File: src/rtl/btn_conditioner.sv
// -----------------------------------------------------------------------------
// btn_conditioner
//
// Multi-channel push-button front end. Every channel is an independent copy of:
//   raw active-low button -> 2-flop synchroniser -> counter debouncer
//   -> press/hold/repeat FSM with registered one-cycle pulse outputs.
//
// Parameters
//   N_CH        number of button channels (>= 1)
//   DEB_CYCLES  consecutive stable cycles needed to accept a new level (>= 2)
//   HOLD_CYCLES cycles of debounced press before long_o fires (>= 1)
//   RPT_CYCLES  auto-repeat period once long_o has fired (>= 1)
//
// Ports
//   clk_i      system clock, rising edge
//   rst_n_i    asynchronous active-low reset
//   btn_n_i    raw buttons, asynchronous, 0 = pressed
//   rpt_en_i   per-channel auto-repeat enable (synchronous)
//   level_o    debounced pressed level, active-high
//   press_o    one-cycle pulse in the first cycle of a new pressed level
//   release_o  one-cycle pulse in the first cycle of a new released level
//   long_o     one-cycle pulse when a hold reaches HOLD_CYCLES
//   rpt_o      pulse on press, then every RPT_CYCLES while held (if enabled)
//   state_o    per-channel FSM state, 2 bits per channel (debug observation)
//
// All outputs are flops; there is no combinational input-to-output path.
// -----------------------------------------------------------------------------
module btn_conditioner #(
  parameter int N_CH        = 4,
  parameter int DEB_CYCLES  = 2_500_000,
  parameter int HOLD_CYCLES = 50_000_000,
  parameter int RPT_CYCLES  = 10_000_000
) (
  input  logic              clk_i,
  input  logic              rst_n_i,
  input  logic [N_CH-1:0]   btn_n_i,
  input  logic [N_CH-1:0]   rpt_en_i,
  output logic [N_CH-1:0]   level_o,
  output logic [N_CH-1:0]   press_o,
  output logic [N_CH-1:0]   release_o,
  output logic [N_CH-1:0]   long_o,
  output logic [N_CH-1:0]   rpt_o,
  output logic [2*N_CH-1:0] state_o
);

  localparam logic [1:0] ST_IDLE    = 2'd0;
  localparam logic [1:0] ST_PRESSED = 2'd1;
  localparam logic [1:0] ST_HELD    = 2'd2;

  localparam int DW = $clog2(DEB_CYCLES + 1);
  localparam int HW = $clog2(HOLD_CYCLES + 1);
  localparam int RW = $clog2(RPT_CYCLES + 1);

  // Terminal values: the event happens on the edge where the counter would
  // step from *_LAST to the full count, so the counters never hold it.
  localparam logic [DW-1:0] DEB_LAST  = DW'(DEB_CYCLES - 1);
  localparam logic [HW-1:0] HOLD_LAST = HW'(HOLD_CYCLES - 1);
  localparam logic [RW-1:0] RPT_LAST  = RW'(RPT_CYCLES - 1);

  for (genvar ch = 0; ch < N_CH; ch++) begin : g_ch
    logic          sync1_q;
    logic          sync2_q;
    logic          pressed_s;
    logic [DW-1:0] deb_cnt_q;
    logic          level_q;
    logic          deb_done;
    logic          rise;
    logic          fall;
    logic [1:0]    state_q;
    logic [HW-1:0] hold_cnt_q;
    logic [RW-1:0] rpt_cnt_q;
    logic          press_q;
    logic          release_q;
    logic          long_q;
    logic          rpt_q;

    // Synchroniser resets to 1 so a button held through reset is seen as a
    // fresh press once reset is released.
    always_ff @(posedge clk_i or negedge rst_n_i) begin
      if (!rst_n_i) begin
        sync1_q <= 1'b1;
        sync2_q <= 1'b1;
      end else begin
        sync1_q <= btn_n_i[ch];
        sync2_q <= sync1_q;
      end
    end

    assign pressed_s = ~sync2_q;

    // Toggle decision is shared by the debouncer and the FSM so that the
    // press/release pulses land in the same cycle as the new level.
    assign deb_done = (pressed_s != level_q) && (deb_cnt_q == DEB_LAST);
    assign rise     = deb_done & ~level_q;
    assign fall     = deb_done &  level_q;

    always_ff @(posedge clk_i or negedge rst_n_i) begin
      if (!rst_n_i) begin
        deb_cnt_q <= '0;
        level_q   <= 1'b0;
      end else if (pressed_s == level_q) begin
        deb_cnt_q <= '0;
      end else if (deb_done) begin
        deb_cnt_q <= '0;
        level_q   <= ~level_q;
      end else begin
        deb_cnt_q <= deb_cnt_q + 1'b1;
      end
    end

    // Release is checked first in every pressed state, so a release landing
    // on a long/repeat edge suppresses that pulse.
    always_ff @(posedge clk_i or negedge rst_n_i) begin
      if (!rst_n_i) begin
        state_q    <= ST_IDLE;
        hold_cnt_q <= '0;
        rpt_cnt_q  <= '0;
        press_q    <= 1'b0;
        release_q  <= 1'b0;
        long_q     <= 1'b0;
        rpt_q      <= 1'b0;
      end else begin
        press_q   <= 1'b0;
        release_q <= 1'b0;
        long_q    <= 1'b0;
        rpt_q     <= 1'b0;
        case (state_q)
          ST_IDLE: begin
            if (rise) begin
              state_q    <= ST_PRESSED;
              press_q    <= 1'b1;
              rpt_q      <= 1'b1;
              hold_cnt_q <= '0;
            end
          end
          ST_PRESSED: begin
            if (fall) begin
              state_q    <= ST_IDLE;
              release_q  <= 1'b1;
              hold_cnt_q <= '0;
              rpt_cnt_q  <= '0;
            end else if (hold_cnt_q == HOLD_LAST) begin
              state_q    <= ST_HELD;
              long_q     <= 1'b1;
              rpt_q      <= rpt_en_i[ch];
              hold_cnt_q <= '0;
              rpt_cnt_q  <= '0;
            end else begin
              hold_cnt_q <= hold_cnt_q + 1'b1;
            end
          end
          ST_HELD: begin
            // The period grid keeps running while repeat is disabled; the
            // enable only gates the pulse itself.
            if (fall) begin
              state_q    <= ST_IDLE;
              release_q  <= 1'b1;
              hold_cnt_q <= '0;
              rpt_cnt_q  <= '0;
            end else if (rpt_cnt_q == RPT_LAST) begin
              rpt_cnt_q <= '0;
              rpt_q     <= rpt_en_i[ch];
            end else begin
              rpt_cnt_q <= rpt_cnt_q + 1'b1;
            end
          end
          default: begin
            state_q    <= ST_IDLE;
            hold_cnt_q <= '0;
            rpt_cnt_q  <= '0;
          end
        endcase
      end
    end

    assign level_o[ch]        = level_q;
    assign press_o[ch]        = press_q;
    assign release_o[ch]      = release_q;
    assign long_o[ch]         = long_q;
    assign rpt_o[ch]          = rpt_q;
    assign state_o[2*ch +: 2] = state_q;
  end

endmodule

File: config.mk
export PLATFORM = sky130hd
export DESIGN_NAME = btn_conditioner
export DESIGN_NICKNAME = d
export VERILOG_FILES = /design/src/rtl/btn_conditioner.sv
export SDC_FILE = /design/constraint.sdc
export NUM_CORES = 1
export LEC_CHECK = 0
export CORE_MARGIN = 2
export CORE_UTILIZATION = 45
export DETAILED_ROUTE_END_ITERATION = 6
export PLACE_DENSITY = 0.69
export SLEW_MARGIN = 20
export SYNTH_ARGS = -nofsm -noshare
export SYNTH_HDL_FRONTEND = slang
export SYNTH_SLANG_ARGS = --single-unit
File: constraint.sdc
create_clock -name clk_i -period 4 [get_ports clk_i]
set_input_delay 0.4 -clock clk_i [delete_from_list [all_inputs] [get_ports clk_i]]
set_output_delay 0.4 -clock clk_i [all_outputs]
set_load 0.1 [all_outputs]
# Yosys cells after proc, flatten, opt, wreduce, memory -nomap -nowiden
# Index checks and enable logic that the tools add are counted.
[totals]
regBits = 324
ramBits = 0
out_inout_bits = 28
latch_bits = 0
memories = 0
romBits = 0
word_cells = 264
[classes]
eq_ne = 40
n_lt_le_gt_ge = 0
n_mul = 0
reduce_logical = 28
muxes = 116
addsub = 12
n_div = 0
n_shift = 0
n_bitwise = 24
[ops]
columns = ["operator", "count"]
rows = [
  ["2-to-1 mux 26 bit", 16],
  ["2-to-1 mux 24 bit", 16],
  ["one-hot mux 26 bit (3 select lines)", 4],
  ["one-hot mux 24 bit (3 select lines)", 4],
  ["2-to-1 mux 22 bit", 8],
  ["adder 26 x 1 -> 26 bit, second input constant", 4],
  ["equality test 26 bit, second input constant", 4],
  ["adder 24 x 1 -> 24 bit, second input constant", 4],
  ["equality test 24 bit, second input constant", 4],
  ["adder 22 x 1 -> 22 bit, second input constant", 4],
  ["equality test 22 bit, second input constant", 4],
  ["2-to-1 mux 1 bit", 44],
  ["2-to-1 mux 2 bit", 16],
  ["one-hot mux 2 bit (3 select lines)", 4],
  ["AND reduction 2 bit", 12],
  ["inequality test 2 bit, second input constant", 8],
  ["NOT 1 bit", 16],
  ["inequality test 3 bit, second input constant", 4],
  ["one-hot mux 1 bit (3 select lines)", 4],
  ["AND reduction 3 bit", 4],
  ["AND 1 bit", 8],
  ["equality test 2 x 1 -> 1 bit, second input constant", 4],
  ["equality test 2 bit, second input constant", 4],
  ["logical NOT 2 bit", 4],
  ["4 further kinds", 16],
]

# Depth between registers and ports, before layout
# Gate-level depths: netlist of run 1.
[depth]
depth_word = 6
depth_mapped = 11

# Worst setup path before layout of run 1
# Ideal clock, no wire load.
[synth_timing]
path_kind = "register to register"
startpoint = "register g_ch[3].state_q[0]"
endpoint = "register g_ch[3].hold_cnt_q[0]"
arrival_ps = 3075
setup_slack_ps = 857
stages_incl_launch_ff = 9
n_path_buf = 1
period_less_slack_ps = 3143
required_time_ps = 3932
path_cell_list = "dfrtp_1 -> inv_1 -> ha_1 -> or3_1 -> o32ai_1 -> clkbuf_1 -> nor2_1 -> nor3_1 -> mux2_2"
[synth_via]
elab_chain_cells = 3
word_cells_on_any_way = 7
[synth_lines]
columns = ["element", "line_no", "text"]
rows = [
  ["from (decl)", "69", "logic [1:0] state_q;"],
  ["from (signal assigned)", "115", "state_q <= ST_IDLE;"],
  ["from (signal assigned)", "130", "state_q <= ST_PRESSED;"],
  ["from (signal assigned)", "138", "state_q <= ST_IDLE;"],
  ["equality test 2 bit or logical NOT 2 bit (tied branches)", "127", "case (state_q)"],
  ["inequality test 2 bit (no source line)", "--", ""],
  ["AND reduction 2 bit (no source line)", "--", ""],
  ["to (signal assigned)", "149", "hold_cnt_q <= hold_cnt_q + 1'b1;"],
  ["to (decl)", "70", "logic [HW-1:0] hold_cnt_q;"],
]
# Parallel ways exist; a longest one is shown, timed or not.
# A chain may end at the register's enable or synchronous reset.

# Final worst setup path of run 1
[layout_timing]
startpoint = "register g_ch[3].deb_cnt_q[11]"
endpoint = "register g_ch[3].rpt_cnt_q[11]"
[layout_via]
elab_chain_cells = 5
word_cells_on_any_way = 8
[layout_lines]
columns = ["element", "line_no", "text"]
rows = [
  ["from (decl)", "64", "logic [DW-1:0] deb_cnt_q;"],
  ["from (signal assigned)", "107", "deb_cnt_q <= deb_cnt_q + 1'b1;"],
  ["equality test 22 bit *", "93", "assign deb_done = (pressed_s != level_q) && (deb_cnt_q == DEB_LAST);"],
  ["logical AND 1 bit *", "93", ""],
  ["AND 1 bit *", "95", "assign fall = deb_done & level_q;"],
  ["2-to-1 mux 24 bit (tied with other cells)", "155", "if (fall) begin"],
  ["one-hot mux 24 bit (3 select lines) or AND reduction 2 bit (tied branches)", "--", ""],
  ["to (signal assigned)", "164", "rpt_cnt_q <= rpt_cnt_q + 1'b1;"],
  ["to (decl)", "71", "logic [RW-1:0] rpt_cnt_q;"],
]
# Mark *: on every way between the ends. The rest lies on a longest branch, timed or not.

==> run metrics, run 1 <==
EDFF count, synth 0; average size of a mapped cell 9.232 um2; Slowest cell on crit path or3_1; DIE AREA 0.04081 mm2; CTS tree yes; DRC 0; Reg clk slew, reported paths 0.06 ns; RSZ-0062 raised after global routing false; Post-synth ARST share 100.0%; Placeable Area 0.03865 mm2; WP buf/inv 1; setup_tns 0 ns; drt initial violations 730; FF+latch count, synth 324; filler cell count 3473; vias in the first global route 14070; Max-Slew Margin vs Limit 31.78%; sequential element share of the synthesized area 46.01%; CP max FO 28; gr ovfl total 0; I/O Pins 38; VDD IR max 0.2298 mV; CP delay by family, top simple AND/OR/NAND/NOR gates; switching share of power 21.52%; final setup fails 0; via/cell ratio 5.793; synth warn 0; Antenna Cells 0; Largest stage delay, worst path 0.65 ns; Final min period 3.244 ns; most frequent cell after synthesis dfrtp_1; Logic pwr share 1.7%; Setup CP Type flop to flop; Fin Clk Skew 0.03262 ns; hold crit path type input pin to flop; Die H 202.0 um; worst slack, placed 0.7719 ns; post_cts resized 0; Worst EP required 4.42 ns; Port Buf Inserts 37; area leader, netlist dfrtp_1; clock buffer depth 3; Primary FF master, synth dfrtp_1; top-area cell type share of the netlist area 44.82%; DPL Wire Length 25360 um; Final nets 1965; Slew Viols, Final 0; CTS H-tree depth 2; Netlist cell types 72; clk sinks 324; worst r2r src g_ch[3].deb_cnt_q[11]; Layout Utilization 51.21%; Routed Antenna Nets 0; Final Hold Slack 0.2623 ns; Hold-fix buffers, CTS 1; Hold Startpoint btn_n_i[3]; pwr dens 347.6 mW/mm2; total number of vias 14330; Int Pwr 5.400 mW; router iterations before antenna repair 5; final hold vios 0; leakage power 8.078 nW; Initial Utilization 45.65%; Area Growth Syn to Fin 12.18%; sw power 1.480 mW; fin crit share 81.10%; initial antenna violation count 0; Syn Nets 1949; critical path cell sequence nor4b_1, nand4_1, o21ai_0, o21bai_1, buf_4, or3_1, o41ai_1; Crit path arrival time 3.66 ns; Syn Std Cell Area 0.01764 mm2; slew of the pin with the lowest slew margin 1.020 ns; startpoint class of the critical path flop; Die X 202.0 um; clock latency on the worst-skew pair 0.55 ns; Final Wtd Congestion 0.8356; largest net degree at the start of global routing 122; Max-Cap Viols 0; ratio of cells with drive above 1 in the final layout 6.547%; FMAX 308.3 MHz; Post-synth top cells dfrtp_1 (316), nor2_1 (242), nand2_1 (140), o21ai_0 (131), nand3_1 (126); status complete, no violations; Cells after Synth 1911; Clk pwr share 50.2%; first-pass GRT wire length 66790 um; fin cells 2473; Total Routing Usage GR 19.08%; CP Launch Point g_ch[3].deb_cnt_q[11]; WL/cell 15.44 um; CTS root buf clkbuf_16; Post-Place Cells 2403; total wire length 38190 um; Row Count 72; final worst slack 0.7560 ns; Post-CTS Setup Inserts 0; top cells by area, synth dfrtp_1 (45%), nor2_1 (5.1%), xor2_1 (4.9%); part of the power in registers 48.1%; CP endpoint kind flop; CTS Buf Count 39
## power groups by stage
stage / clock (mW) / sequential (mW) / combinational (mW)
detailed placement: 0 / 3.37 / 0.125
CTS: 3.55 / 3.31 / 0.127
floorplan: 0 / 3.36 / 0.0302
global placement: 0 / 3.37 / 0.124
finish: 3.45 / 3.31 / 0.119
global route: 3.69 / 3.31 / 0.141
## cells in the final DEF (no fill, tap or decap), drive strengths merged, types with 9 or more instances in the layout
cell             n
a211oi          12
a21oi           32
a22o            12
and2            15
and3            52
and4            29
buf             29
clkbuf          57
clkdlybuf4s50   36
clkinv           9
dfrtp          316
ha              28
inv             48
nand2          140
nand2b          16
nand3          126
nand4           81
nor2           242
nor2b           15
nor3            61
nor3b           18
nor4            28
nor4b           22
nor4bb          10
o21ai          135
o31ai           40
o41ai           18
or2              9
or3             24
or4             23
xnor2           59
xor2            99
## cell type report
class / instances / area [um2] / area share [%]
clock buffer: 57 / 1124 / 5.677
clock inverter: 12 / 117.6 / 0.5942
inverter: 47 / 176.4 / 0.8913
multi-input combinational: 1449 / 8964 / 45.29
sequential: 324 / 8118 / 41.01
tap: 518 / 648.1 / 3.275
timing repair buffer: 66 / 645.6 / 3.262
## routing by layer
metal	part of all wire [%]	wire [um]	global-route usage, %
met3	3.3	1277	2.596
met1	48	18190	26.25
met5	0	0	0
met2	47	17890	31.14
met4	2.2	831	6.381
## per-stage QoR
stage                     cell area (um2)  power (mW)
after floorplan                     17640       3.395
after global placement              18540       3.491
after detailed placement            18540       3.492
after CTS                           19790       6.988
after global routing                19790       7.136
final                               19790       6.880
## cell families (layout without fill, tap and decap cells)
family | count (synthesis) | count (layout) | synth area share (%)
buffers and inverters | 138 | 182 | 3.496
XOR/XNOR | 158 | 158 | 7.843
flip-flops | 324 | 324 | 46.01
multiplexers | 8 | 8 | 0.4610
adder cells (fa/ha/maj) | 28 | 28 | 1.986
AND/OR/NAND/NOR | 935 | 935 | 28.08
AO/OA/AOI/OAI | 320 | 320 | 12.13
## sequential cells by signal, summed over array words and instances, names as in the netlist
signal	count
g_ch.hold_cnt_q	104
g_ch.release_q	4
g_ch.deb_cnt_q	88
g_ch.rpt_cnt_q	96
g_ch.rpt_q	4
g_ch.sync1_q	4
g_ch.long_q	4
g_ch.state_q	8
g_ch.level_q	4
g_ch.press_q	4
g_ch.sync2_q	4
## path summary, 6_finish.rpt
path                       cells past startpoint  slack [ns]                     to
max reg2reg                                    7        0.76  g_ch[3].rpt_cnt_q[11]
min in group asynchronous                      2        0.49   g_ch[0].deb_cnt_q[0]
max in group asynchronous                      3        2.53        g_ch[2].sync1_q
max                                            7        0.76  g_ch[3].rpt_cnt_q[11]
min                                            1        0.26        g_ch[3].sync1_q
min reg2reg                                    0        0.36        g_ch[3].sync2_q
No activity file was read; power rests on OpenSTA's default activity.
==> run 2: changes to the inputs <==
- clock period: 4 -> 3 ns (I/O delays scaled with it)
==> run metrics, run 2 (same netlist as run 1, synthesis figures left out) <==
status complete, no violations; total wire length 39420 um (+3.2%); Die X 202.0 um (unchanged); gr ovfl total 0 (unchanged); FMAX 350.0 MHz (+14%); DRC 0 (unchanged); DIE AREA 0.04081 mm2 (unchanged); max FFs per register 104 (unchanged); CTS H-tree depth 2 (unchanged); largest net degree at the start of global routing 81 (-34%); Die H 202.0 um (unchanged); fin cells 2502 (+1.2%); Final nets 1995 (+1.5%); Post-Place Cells 2433 (+1.2%); most frequent cells in the layout dfrtp_1 (311), nor2_1 (242), nand2_1 (140), o21ai_0 (128), nand3_1 (126); final setup fails 0 (unchanged); initial antenna violation count 0 (unchanged); Slew Viols, Final 0 (unchanged); worst r2r src g_ch[0].deb_cnt_q[14]; total number of vias 14590 (+1.8%); Reg clk slew, reported paths 0.06 ns (about the same); vias in the first global route 14420 (+2.5%); Routed Antenna Nets 0 (unchanged); hold path endpoint g_ch[0].sync1_q; total power after layout 9.674 mW (+41%); pwr dens 479.8 mW/mm2 (+38%); final hold vios 0 (unchanged); Max-Cap Viols 0 (unchanged); Largest Register g_ch.hold_cnt_q; Final min period 2.857 ns (-0.3872 ns); Port Buf Inserts 37 (unchanged); Crit path arrival time 3.33 ns (-0.33 ns); Antenna Cells 0 (unchanged); slew of the pin with the lowest slew margin 0.9686 ns (-0.05159 ns); Hold Startpoint btn_n_i[0]; Row Count 72 (unchanged); Placeable Area 0.03865 mm2 (unchanged); first-pass GRT wire length 69360 um (+3.9%); ratio of cells with drive above 1 in the final layout 9.073% (+2.5 points); via/cell ratio 5.830 (+0.63%); hold depth 1 (unchanged); CTS tree yes; fin crit share 95.23% (+14 points); CP max FO 18 (-36%); setup_tns 0 ns (unchanged); router iterations before antenna repair 6 (+1); Layout Utilization 52.17% (+0.96 points); I/O Pins 38 (unchanged); commonest non-fill, non-tap cell in the layout dfrtp_1; Top Registers g_ch.hold_cnt_q (104), g_ch.rpt_cnt_q (96), g_ch.deb_cnt_q (88); hold crit path type input pin to flop; clock latency on the worst-skew pair 0.55 ns (about the same); VDD IR max 0.3536 mV (+54%); DPL Wire Length 26530 um (+4.6%); clk sinks 324 (unchanged); WL/cell 15.75 um (+2.0%); CTS Buf Count 39 (unchanged); Total Routing Usage GR 19.85% (+0.77 points); Area Growth Syn to Fin 14.28%; Initial Utilization 45.65% (unchanged); R2R Path End g_ch[0].hold_cnt_q[10]; startpoint class of the critical path flop; CTS root buf clkbuf_16; drt initial violations 971 (+33%); R2R depth 6 (-1); RSZ-0062 raised after global routing false; reg2reg setup slack 0.14 ns (-0.61 ns); Worst EP required 3.47 ns (-0.95 ns); Fin Clk Skew 0.01862 ns (-0.01400 ns); leakage power 8.309 nW (+2.9%); Setup CP Type flop to flop; CP endpoint kind flop; clock buffer depth 3 (unchanged); Max-Slew Margin vs Limit 35.23% (+3.5 points); Final Wtd Congestion 0.8577 (+2.6%)
[run 2: cell types whose count changed in the layout (fill, tap and decap cells not counted), sizes merged]
cell	before	now
clkdlybuf4s50	36	21
bufinv	2	7
buf	29	74
clkinv	9	4
clkinvlp	0	1
clkbuf	57	56
inv	48	47
[run 2: how the worst max path moves through the flow]
stage	cells after the start	from	end	slack, ns
6_report	6	g_ch[0].deb_cnt_q[14]	g_ch[0].hold_cnt_q[10]	0.14
3_3_place_gp	7	g_ch[0].deb_cnt_q[14]	g_ch[0].hold_cnt_q[18]	0.13
3_5_place_dp	7	g_ch[0].deb_cnt_q[14]	g_ch[0].hold_cnt_q[18]	0.08
2_1_floorplan	9	g_ch[1].state_q[0]	g_ch[1].hold_cnt_q[18]	0.02
5_1_grt	7	g_ch[0].deb_cnt_q[14]	g_ch[0].hold_cnt_q[14]	0.02
4_1_cts	6	g_ch[0].deb_cnt_q[14]	g_ch[0].hold_cnt_q[10]	0.06
[run 2: critical path, stage by stage, from the launching register on]
cell and delay [ns]:
dfrtp_1 0.40, or4b_1 0.51, or4_1 0.46, or4_4 0.54, and2_4 0.26, or4_1 0.51, o21ai_1 0.10
[run 2: repair_timing]
action | in CTS | in global routing
setup buffers | 0 | 0
endpoints found under the setup margin | 0 | 4
hold buffers | 1 | 0
resized for setup | 0 | 1
hold endpoints to repair | 56 | 0
[run 2: metal layers]
metal	vias up	wire (um)	track usage, %
met2	302	18360	32.33
met1	7174	18550	27.39
met4	0	676	5.173
li1	7058	-	-
met5	-	0	0
met3	52	1824	3.547
[run 2: where the power goes]
group,switching (mW),internal [mW],total [mW]
combinational,0.119,0.0385,0.157
clock,1.84,3.26,5.10
sequential,0.0175,4.39,4.41
[run 2: layout make-up]
class | count | area, um2
inverters | 47 | 176.4
fillers | 3476 | 18490
repair buffers | 96 | 858.3
flip-flops and latches | 324 | 8124
well taps | 518 | 648.1
clock inverters | 12 | 237.7
clock buffers | 56 | 1152
multi-input cells | 1449 | 8965
[run 2: per-stage QoR]
step                hold slack (ns)  area, um2  worst slack [ns]
CTS                          0.1301      20160           0.06466
floorplan                  0.004409      17660           0.01850
detailed placement           0.2807      18760           0.07956
finish                       0.1619      20160            0.1432
global placement             0.2811      18760            0.1315
global route                 0.1502      20160           0.01932
